**src/rtl/stack_pkg.sv**
```systemverilog
// Shared definitions for the stack calculator front-end: stack command
// encodings, input opcodes, error codes and the decoder FSM state type.
package stack_pkg;

  localparam logic [2:0] MODE_POP  = 3'b000;
  localparam logic [2:0] MODE_PUSH = 3'b001;
  localparam logic [2:0] MODE_ADD  = 3'b010;
  localparam logic [2:0] MODE_SUB  = 3'b011;
  localparam logic [2:0] MODE_SWAP = 3'b100;
  localparam logic [2:0] MODE_DUP  = 3'b101;
  localparam logic [2:0] MODE_NOP  = 3'b110;

  localparam logic [3:0] OP_NOP   = 4'h0;
  localparam logic [3:0] OP_PUSH  = 4'h1;
  localparam logic [3:0] OP_POP   = 4'h2;
  localparam logic [3:0] OP_ADD   = 4'h3;
  localparam logic [3:0] OP_SUB   = 4'h4;
  localparam logic [3:0] OP_SWAP  = 4'h5;
  localparam logic [3:0] OP_DUP   = 4'h6;
  localparam logic [3:0] OP_PUSH2 = 4'h7;

  localparam logic [1:0] ERR_NONE    = 2'b00;
  localparam logic [1:0] ERR_ILLEGAL = 2'b01;
  localparam logic [1:0] ERR_UNDER   = 2'b10;
  localparam logic [1:0] ERR_OVER    = 2'b11;

  typedef enum logic [1:0] {
    ST_IDLE  = 2'd0,
    ST_OPND1 = 2'd1,
    ST_OPND2 = 2'd2
  } state_t;

  // Maps a single-nibble (operand-free) opcode to its stack command.
  function automatic logic [2:0] opcodeToMode(input logic [3:0] op);
    logic [2:0] m;
    case (op)
      OP_POP:  m = MODE_POP;
      OP_ADD:  m = MODE_ADD;
      OP_SUB:  m = MODE_SUB;
      OP_SWAP: m = MODE_SWAP;
      OP_DUP:  m = MODE_DUP;
      default: m = MODE_NOP;
    endcase
    return m;
  endfunction

endpackage

```
**src/rtl/stack_cmd_decoder_if.sv**
```systemverilog
// Nibble input and stack-command output bundle of the command decoder.
// master: the side supplying nibbles; slave: the decoder itself.
interface stack_cmd_decoder_if #(
  parameter int DEPTH = 8
);
  localparam int DW = $clog2(DEPTH + 1);

  logic          in_valid;
  logic [3:0]    in_nibble;
  logic [2:0]    mode;
  logic [3:0]    in_word;
  logic          cmd_valid;
  logic          busy;
  logic [DW-1:0] depth;
  logic          err_pulse;
  logic [1:0]    err_code;
  logic          err_flag;

  modport master (
    output in_valid, in_nibble,
    input  mode, in_word, cmd_valid, busy, depth, err_pulse, err_code, err_flag
  );

  modport slave (
    input  in_valid, in_nibble,
    output mode, in_word, cmd_valid, busy, depth, err_pulse, err_code, err_flag
  );

endinterface

```
**src/rtl/stack_depth_tracker.sv**
```systemverilog
// Occupancy counter for the downstream stack. Judges whether a requested
// command fits the current depth and moves the count only when it does,
// so the count can never leave 0..DEPTH.
module stack_depth_tracker
  import stack_pkg::*;
#(
  parameter int DEPTH = 8,
  localparam int DW = $clog2(DEPTH + 1)
) (
  input  logic          clk,
  input  logic          rst,
  input  logic          i_req,
  input  logic [2:0]    i_mode,
  output logic          o_allow,
  output logic          o_under,
  output logic [DW-1:0] o_depth
);

  localparam logic [DW-1:0] FULL = DW'(DEPTH);

  logic [DW-1:0] r_depth;
  logic          w_under;
  logic          w_over;
  logic          w_inc;
  logic          w_dec;

  // Minimum-occupancy / free-slot requirement and depth effect per command.
  always_comb begin
    w_under = 1'b0;
    w_over  = 1'b0;
    w_inc   = 1'b0;
    w_dec   = 1'b0;
    case (i_mode)
      MODE_PUSH: begin
        w_over = (r_depth == FULL);
        w_inc  = 1'b1;
      end
      MODE_POP: begin
        w_under = (r_depth == '0);
        w_dec   = 1'b1;
      end
      MODE_ADD, MODE_SUB: begin
        w_under = (r_depth < DW'(2));
        w_dec   = 1'b1;
      end
      MODE_SWAP: begin
        w_under = (r_depth < DW'(2));
      end
      MODE_DUP: begin
        w_under = (r_depth == '0);
        w_over  = (r_depth == FULL);
        w_inc   = 1'b1;
      end
      default: begin
      end
    endcase
  end

  assign o_allow = !w_under && !w_over;
  assign o_under = w_under;
  assign o_depth = r_depth;

  // Occupancy moves only for commands that actually reach the stack.
  always_ff @(posedge clk or negedge rst) begin
    if (!rst) begin
      r_depth <= '0;
    end else if (i_req && o_allow) begin
      if (w_inc) begin
        r_depth <= r_depth + DW'(1);
      end else if (w_dec) begin
        r_depth <= r_depth - DW'(1);
      end
    end
  end

endmodule

```
**src/rtl/stack_cmd_decoder.sv**
```systemverilog
// Nibble-serial command front-end for the stack calculator. Assembles
// opcodes and immediate operands and issues one registered stack command
// per cycle. Build option STACK_DEPTH_CHECK_EN adds occupancy tracking that
// suppresses and flags underflow/overflow; without it every legal command
// is issued and depth reads 0.
module stack_cmd_decoder
  import stack_pkg::*;
#(
  parameter int DEPTH = 8
) (
  input  logic               clk,
  input  logic               rst,
  stack_cmd_decoder_if.slave bus
);

  localparam int DW = $clog2(DEPTH + 1);

  state_t        r_state;
  state_t        w_stateNext;
  logic          r_push2;
  logic          w_push2Next;

  logic          w_req;
  logic [2:0]    w_mode;
  logic [3:0]    w_word;
  logic          w_illegal;

  logic          w_allow;
  logic          w_under;
  logic [DW-1:0] w_depth;

  logic [2:0]    r_mode;
  logic [3:0]    r_word;
  logic          r_cmdValid;
  logic          r_busy;
  logic          r_errPulse;
  logic [1:0]    r_errCode;
  logic          r_errFlag;

  // State register; r_push2 remembers that the pending operand run is PUSH2.
  always_ff @(posedge clk or negedge rst) begin
    if (!rst) begin
      r_state <= ST_IDLE;
      r_push2 <= 1'b0;
    end else begin
      r_state <= w_stateNext;
      r_push2 <= w_push2Next;
    end
  end

  // Next state and the command request decoded from the consumed nibble.
  always_comb begin
    w_stateNext = r_state;
    w_push2Next = r_push2;
    w_req       = 1'b0;
    w_mode      = MODE_NOP;
    w_word      = 4'h0;
    w_illegal   = 1'b0;
    if (bus.in_valid) begin
      case (r_state)
        ST_IDLE: begin
          if (bus.in_nibble == OP_PUSH) begin
            w_stateNext = ST_OPND1;
            w_push2Next = 1'b0;
          end else if (bus.in_nibble == OP_PUSH2) begin
            w_stateNext = ST_OPND1;
            w_push2Next = 1'b1;
          end else if (bus.in_nibble == OP_NOP) begin
            w_req = 1'b0;
          end else if (bus.in_nibble[3]) begin
            w_illegal = 1'b1;
          end else begin
            w_req  = 1'b1;
            w_mode = opcodeToMode(bus.in_nibble);
          end
        end
        ST_OPND1: begin
          w_req       = 1'b1;
          w_mode      = MODE_PUSH;
          w_word      = bus.in_nibble;
          w_stateNext = r_push2 ? ST_OPND2 : ST_IDLE;
        end
        ST_OPND2: begin
          w_req       = 1'b1;
          w_mode      = MODE_PUSH;
          w_word      = bus.in_nibble;
          w_stateNext = ST_IDLE;
        end
        default: begin
          w_stateNext = ST_IDLE;
        end
      endcase
    end
  end

`ifdef STACK_DEPTH_CHECK_EN
  stack_depth_tracker #(
    .DEPTH (DEPTH)
  ) u_depthTracker (
    .clk     (clk),
    .rst     (rst),
    .i_req   (w_req),
    .i_mode  (w_mode),
    .o_allow (w_allow),
    .o_under (w_under),
    .o_depth (w_depth)
  );
`else
  assign w_allow = 1'b1;
  assign w_under = 1'b0;
  assign w_depth = '0;
`endif

  // Output register: command or NOP idle value, busy, and error reporting.
  always_ff @(posedge clk or negedge rst) begin
    if (!rst) begin
      r_mode     <= MODE_NOP;
      r_word     <= 4'h0;
      r_cmdValid <= 1'b0;
      r_busy     <= 1'b0;
      r_errPulse <= 1'b0;
      r_errCode  <= ERR_NONE;
      r_errFlag  <= 1'b0;
    end else begin
      r_busy     <= (w_stateNext != ST_IDLE);
      r_errPulse <= 1'b0;
      if (w_req && w_allow) begin
        r_mode     <= w_mode;
        r_word     <= w_word;
        r_cmdValid <= 1'b1;
      end else begin
        r_mode     <= MODE_NOP;
        r_word     <= 4'h0;
        r_cmdValid <= 1'b0;
      end
      if (w_illegal) begin
        r_errPulse <= 1'b1;
        r_errCode  <= ERR_ILLEGAL;
        r_errFlag  <= 1'b1;
      end else if (w_req && !w_allow) begin
        r_errPulse <= 1'b1;
        r_errCode  <= w_under ? ERR_UNDER : ERR_OVER;
        r_errFlag  <= 1'b1;
      end
    end
  end

  assign bus.mode      = r_mode;
  assign bus.in_word   = r_word;
  assign bus.cmd_valid = r_cmdValid;
  assign bus.busy      = r_busy;
  assign bus.depth     = w_depth;
  assign bus.err_pulse = r_errPulse;
  assign bus.err_code  = r_errCode;
  assign bus.err_flag  = r_errFlag;

endmodule

```
**src/flat_wrapper.sv**
```systemverilog
// flat-port wrapper written by rule: the top's interface ports become plain ports
module stack_cmd_decoder_flat import stack_pkg::*;
#(
  parameter int DEPTH = 8
)
  (clk, rst, bus_in_valid, bus_in_nibble, bus_mode, bus_in_word, bus_cmd_valid, bus_busy, bus_depth, bus_err_pulse, bus_err_code, bus_err_flag);
  stack_cmd_decoder_if #(.DEPTH(DEPTH)) bus_i ();
  input  logic clk;
  input  logic rst;
  input wire logic [$bits(bus_i.in_valid)-1:0] bus_in_valid;
  input wire logic [$bits(bus_i.in_nibble)-1:0] bus_in_nibble;
  output wire logic [$bits(bus_i.mode)-1:0] bus_mode;
  output wire logic [$bits(bus_i.in_word)-1:0] bus_in_word;
  output wire logic [$bits(bus_i.cmd_valid)-1:0] bus_cmd_valid;
  output wire logic [$bits(bus_i.busy)-1:0] bus_busy;
  output wire logic [$bits(bus_i.depth)-1:0] bus_depth;
  output wire logic [$bits(bus_i.err_pulse)-1:0] bus_err_pulse;
  output wire logic [$bits(bus_i.err_code)-1:0] bus_err_code;
  output wire logic [$bits(bus_i.err_flag)-1:0] bus_err_flag;
  assign bus_i.in_valid = bus_in_valid;
  assign bus_i.in_nibble = bus_in_nibble;
  assign bus_mode = bus_i.mode;
  assign bus_in_word = bus_i.in_word;
  assign bus_cmd_valid = bus_i.cmd_valid;
  assign bus_busy = bus_i.busy;
  assign bus_depth = bus_i.depth;
  assign bus_err_pulse = bus_i.err_pulse;
  assign bus_err_code = bus_i.err_code;
  assign bus_err_flag = bus_i.err_flag;
  stack_cmd_decoder #(.DEPTH(DEPTH)) u_core (.clk(clk), .rst(rst), .bus(bus_i));
endmodule
```
**config.mk**
```make
export PLATFORM = sky130hd
export DESIGN_NAME = stack_cmd_decoder_flat
export DESIGN_NICKNAME = d
export VERILOG_FILES = /design/src/rtl/stack_pkg.sv /design/src/rtl/stack_cmd_decoder_if.sv /design/src/rtl/stack_depth_tracker.sv /design/src/rtl/stack_cmd_decoder.sv /design/src/flat_wrapper.sv
export SDC_FILE = /design/constraint.sdc
export NUM_CORES = 1
export LEC_CHECK = 0
export ABC_AREA = 0
export CORE_ASPECT_RATIO = 1.1
export CORE_MARGIN = 1.5
export CORE_UTILIZATION = 43
export CTS_CLUSTER_DIAMETER = 50
export DETAILED_ROUTE_END_ITERATION = 10
export GPL_TIMING_DRIVEN = 0
export PLACE_DENSITY = 0.76
export SYNTH_ARGS = -nofsm -noshare
export SYNTH_HDL_FRONTEND = slang
export SYNTH_SLANG_ARGS = --single-unit
```
**constraint.sdc**
```tcl
create_clock -name clk -period 1.5 [get_ports clk]
set_input_delay 0.3 -clock clk [delete_from_list [all_inputs] [get_ports clk]]
set_output_delay 0.3 -clock clk [all_outputs]
set_load 0.05 [all_outputs]
```
==> impl_metrics.ini <==
[floorplanning]
rows = 15
initial_core_util_pct = 45.9
dieArea_um2 = 1920
die_h_um = 45.8
pin_count = 24
core_um2 = 1560
die_x_um = 41.9

[critical_path]
worstPathRequired_ps = 1200
critPathBufInv = 1
crit_path_cell_trace = clkdlybuf4s15_2
cp_max_fo = 1
worstSetupEndpointType = output pin
worstSetupPathType = reg2out
cp-start-kind = register
crit_start = u_core.bus.mode[1]$_DFF_PN1_
max_stage_delay_ps = 520
cp_top_family = flip-flops
crit_arrival_ps = 1160
cpMaxStageDelayCell = dfstp_2
rr_startpoint = u_core.r_state[0]$_DFF_PN0_

[clocking]
cts_tree = yes
cts_buffers = 3
clkLatencyLatePin_ps = 280
clkSlewWorstSetupHoldPaths_ps = 80
cts.sinks = 14
h-tree-depth = 1
clockBufferDepth = 2
cts_root_buf = clkbuf_4
ctsHoldBuffers = 0
postCtsSetupRepairBufs = 0

[routing]
drt_wl_total_mm = 1.22
drc_errors = 0
ant_nets = 0
vias_per_cell = 5.11
dr_total_vias = 547
drt_iter0_drc = 5
avgRoutedWirePerCell_um = 11.4
dr.pass1.iters = 4

[synthesis]
synth_top_family_by_area = simple AND/OR/NAND/NOR gates
synth-xor-area-share_pct = 1.23
ys_types = 30
synth_area_per_cell_um2 = 10.8
synthTopCellsByArea = dfrtp_1 42%, buf_4 7.4%, dfstp_2 7.4%
synth_adder_area_share_pct = 5.25
syn_inst = 66
syn_area_um2 = 714
synth_top_area_share_pct = 42.0
yosys.area.top_type = dfrtp_1
synthSimpleGateAreaFrac_pct = 20.0
synth-compound-area-share_pct = 13.1
ys_ff_latch = 14
synthMuxAreaShare_pct = 0
ys_seq_area_share_pct = 49.4
ys_warn_count = 0

[sta]
fmax_ghz = 0.687
finalMaxSlewViolations = 0
final-hold-violation-count = 0
grt_setup_unrepaired = no
period_needed_ps = 1460
clock-skew-final_ps = 0.898
finalCritPeriodShare_pct = 97.1
fin_hold_ws_ps = 288
tightest_slew_ps = 600
slew_headroom_pct = 59.9
setup_viol = 0

[final_layout]
finalNetCount = 101
num_antenna_cells = 0
fin_cells = 107
area_delta_synth_final_pct = 33.3
final_cell_mix = 12 x dfrtp_1, 8 x dlygate4sd2_1, 7 x buf_4
final_common_cell = dfrtp_1
drive_gt1_share_pct = 23.3
final_area_um2 = 952

[grt]
grt_pass1_wl_mm = 1.93
grtUsageTotal_pct = 13.6
grt_overflow = 0
grt_max_degree = 15
antenna_found_initial = 0
first_global_vias = 477

[pwr]
p_comb_share_pct = 54.6
seqPwrFrac_pct = 32.2
p_leak_uw = 0.000472
total_power_uw = 1640
internal_power_uw = 905
swShare_pct = 44.9
clockPowerShare_pct = 13.2
power_density_nw_per_um2 = 1720
ir_drop_v = 0.000686
switchingPower_uw = 737

[place]
post-dp-hpwl_um = 900
placed_cell_area_um2 = 911
gp_congestion = 0.843
placedCellCount = 103
io_buffers = 16

[flow_run]
cap_violations = 0

[min_path]
min_from = bus_in_nibble[1]
hold_class = in2reg

[outcome]
status = finished clean
worst min-delay path, delay by kind of cell:
| kind | cells | cell delay, ps |
|---|---|---|
| AO/OA/AOI/OAI | 1 | 70 |
| buffers and inverters | 1 | 100 |
| AND/OR/NAND/NOR | 1 | 50 |
routing by layer:
layer  track usage [%]  wire [um]  vias to the layer above
li1                  -          -                      264
met4              11.6         48                        0
met1              14.3        493                      256
met2              25.0        613                       22
met5                 0          0                        -
met3              1.19         66                        5
stage by stage:
| step | worst slack (ps) | setup TNS, ps | utilization (%) |
|---|---|---|---|
| 6_report | 43.5 | 0 | 61.1 |
| 4_1_cts | 20.1 | 0 | 60.2 |
| 3_3_place_gp | -92.1 | -494 | 58.5 |
| 2_1_floorplan | 223 | 0 | - |
| 3_5_place_dp | -103 | -593 | 58.5 |
| 5_1_grt | 5.07 | 0 | 61.1 |
timing repair:
item	4_1_cts	5_1_grt
resized for setup	19	3
setup endpoints to repair	13	4
pin swaps	0	0
state kept, by name, indices dropped and copies added (netlist names):
name                  count
u_core.bus.mode           3
u_core.r_state            2
u_core.bus.cmd_valid      1
u_core.bus.busy           1
u_core.bus.err_flag       1
u_core.r_push2            1
u_core.bus.in_word        4
u_core.bus.err_pulse      1
area by class of cell:
type                            count  area (um^2)
Fill cell                         141          606
Sequential cell                    14          353
Multi-Input combinational cell     45          323
Timing Repair Buffer               16          154
Buffer                              8         63.8
Clock buffer                        4         26.3
Tap cell                           17         21.3
Inverter                            3         11.3
cell usage after synthesis:
cell,number
xor2_1,1
inv_1,3
nor2b_1,2
conb_1,1
nand3b_1,1
nand4b_1,1
buf_6,1
o31ai_1,1
o211ai_1,3
or3b_1,1
nor3b_1,1
nor2_1,2
or2_2,1
dfrtp_1,12
o21ai_2,1
a21oi_1,2
o31ai_2,1
nor3_1,1
and3_1,6
ha_1,3
o21ai_0,1
nand2b_1,3
dfstp_2,2
and2_1,1
o311a_1,1
buf_4,7
nand3_1,1
o21a_1,1
o21ba_2,1
nand2_1,3
final timing paths:
path,endpoint,cells past startpoint,slack (ps)
worst min-delay path,u_core.r_push2$_DFFE_PN0P_,3,290
worst min register to register,u_core.bus.err_flag$_DFFE_PN0P_,1,500
max in group asynchronous,u_core.bus.cmd_valid$_DFF_PN0_,1,720
worst max-delay path,bus_mode[1],1,40
min in group asynchronous,u_core.bus.err_flag$_DFFE_PN0P_,1,400
worst max register to register,u_core.bus.cmd_valid$_DFF_PN0_,5,120
power by group through the flow:
stage	registers, uW	clock network (uW)	logic [uW]
after detailed placement	539	0	866
after global routing	538	237	941
after floorplan	831	0	331
final	528	217	897
after global placement	535	0	858
after CTS	529	228	845
logic make-up (layout without fill, tap and decap cells):
logic type / after synthesis / in the layout
flip-flops: 14 / 14
other: 1 / 5
AO/OA/AOI/OAI: 12 / 12
adder cells (fa/ha/maj): 3 / 3
XOR/XNOR: 1 / 1
buffers and inverters: 11 / 31
AND/OR/NAND/NOR: 24 / 24
No activity file was read; power rests on OpenSTA's default activity.
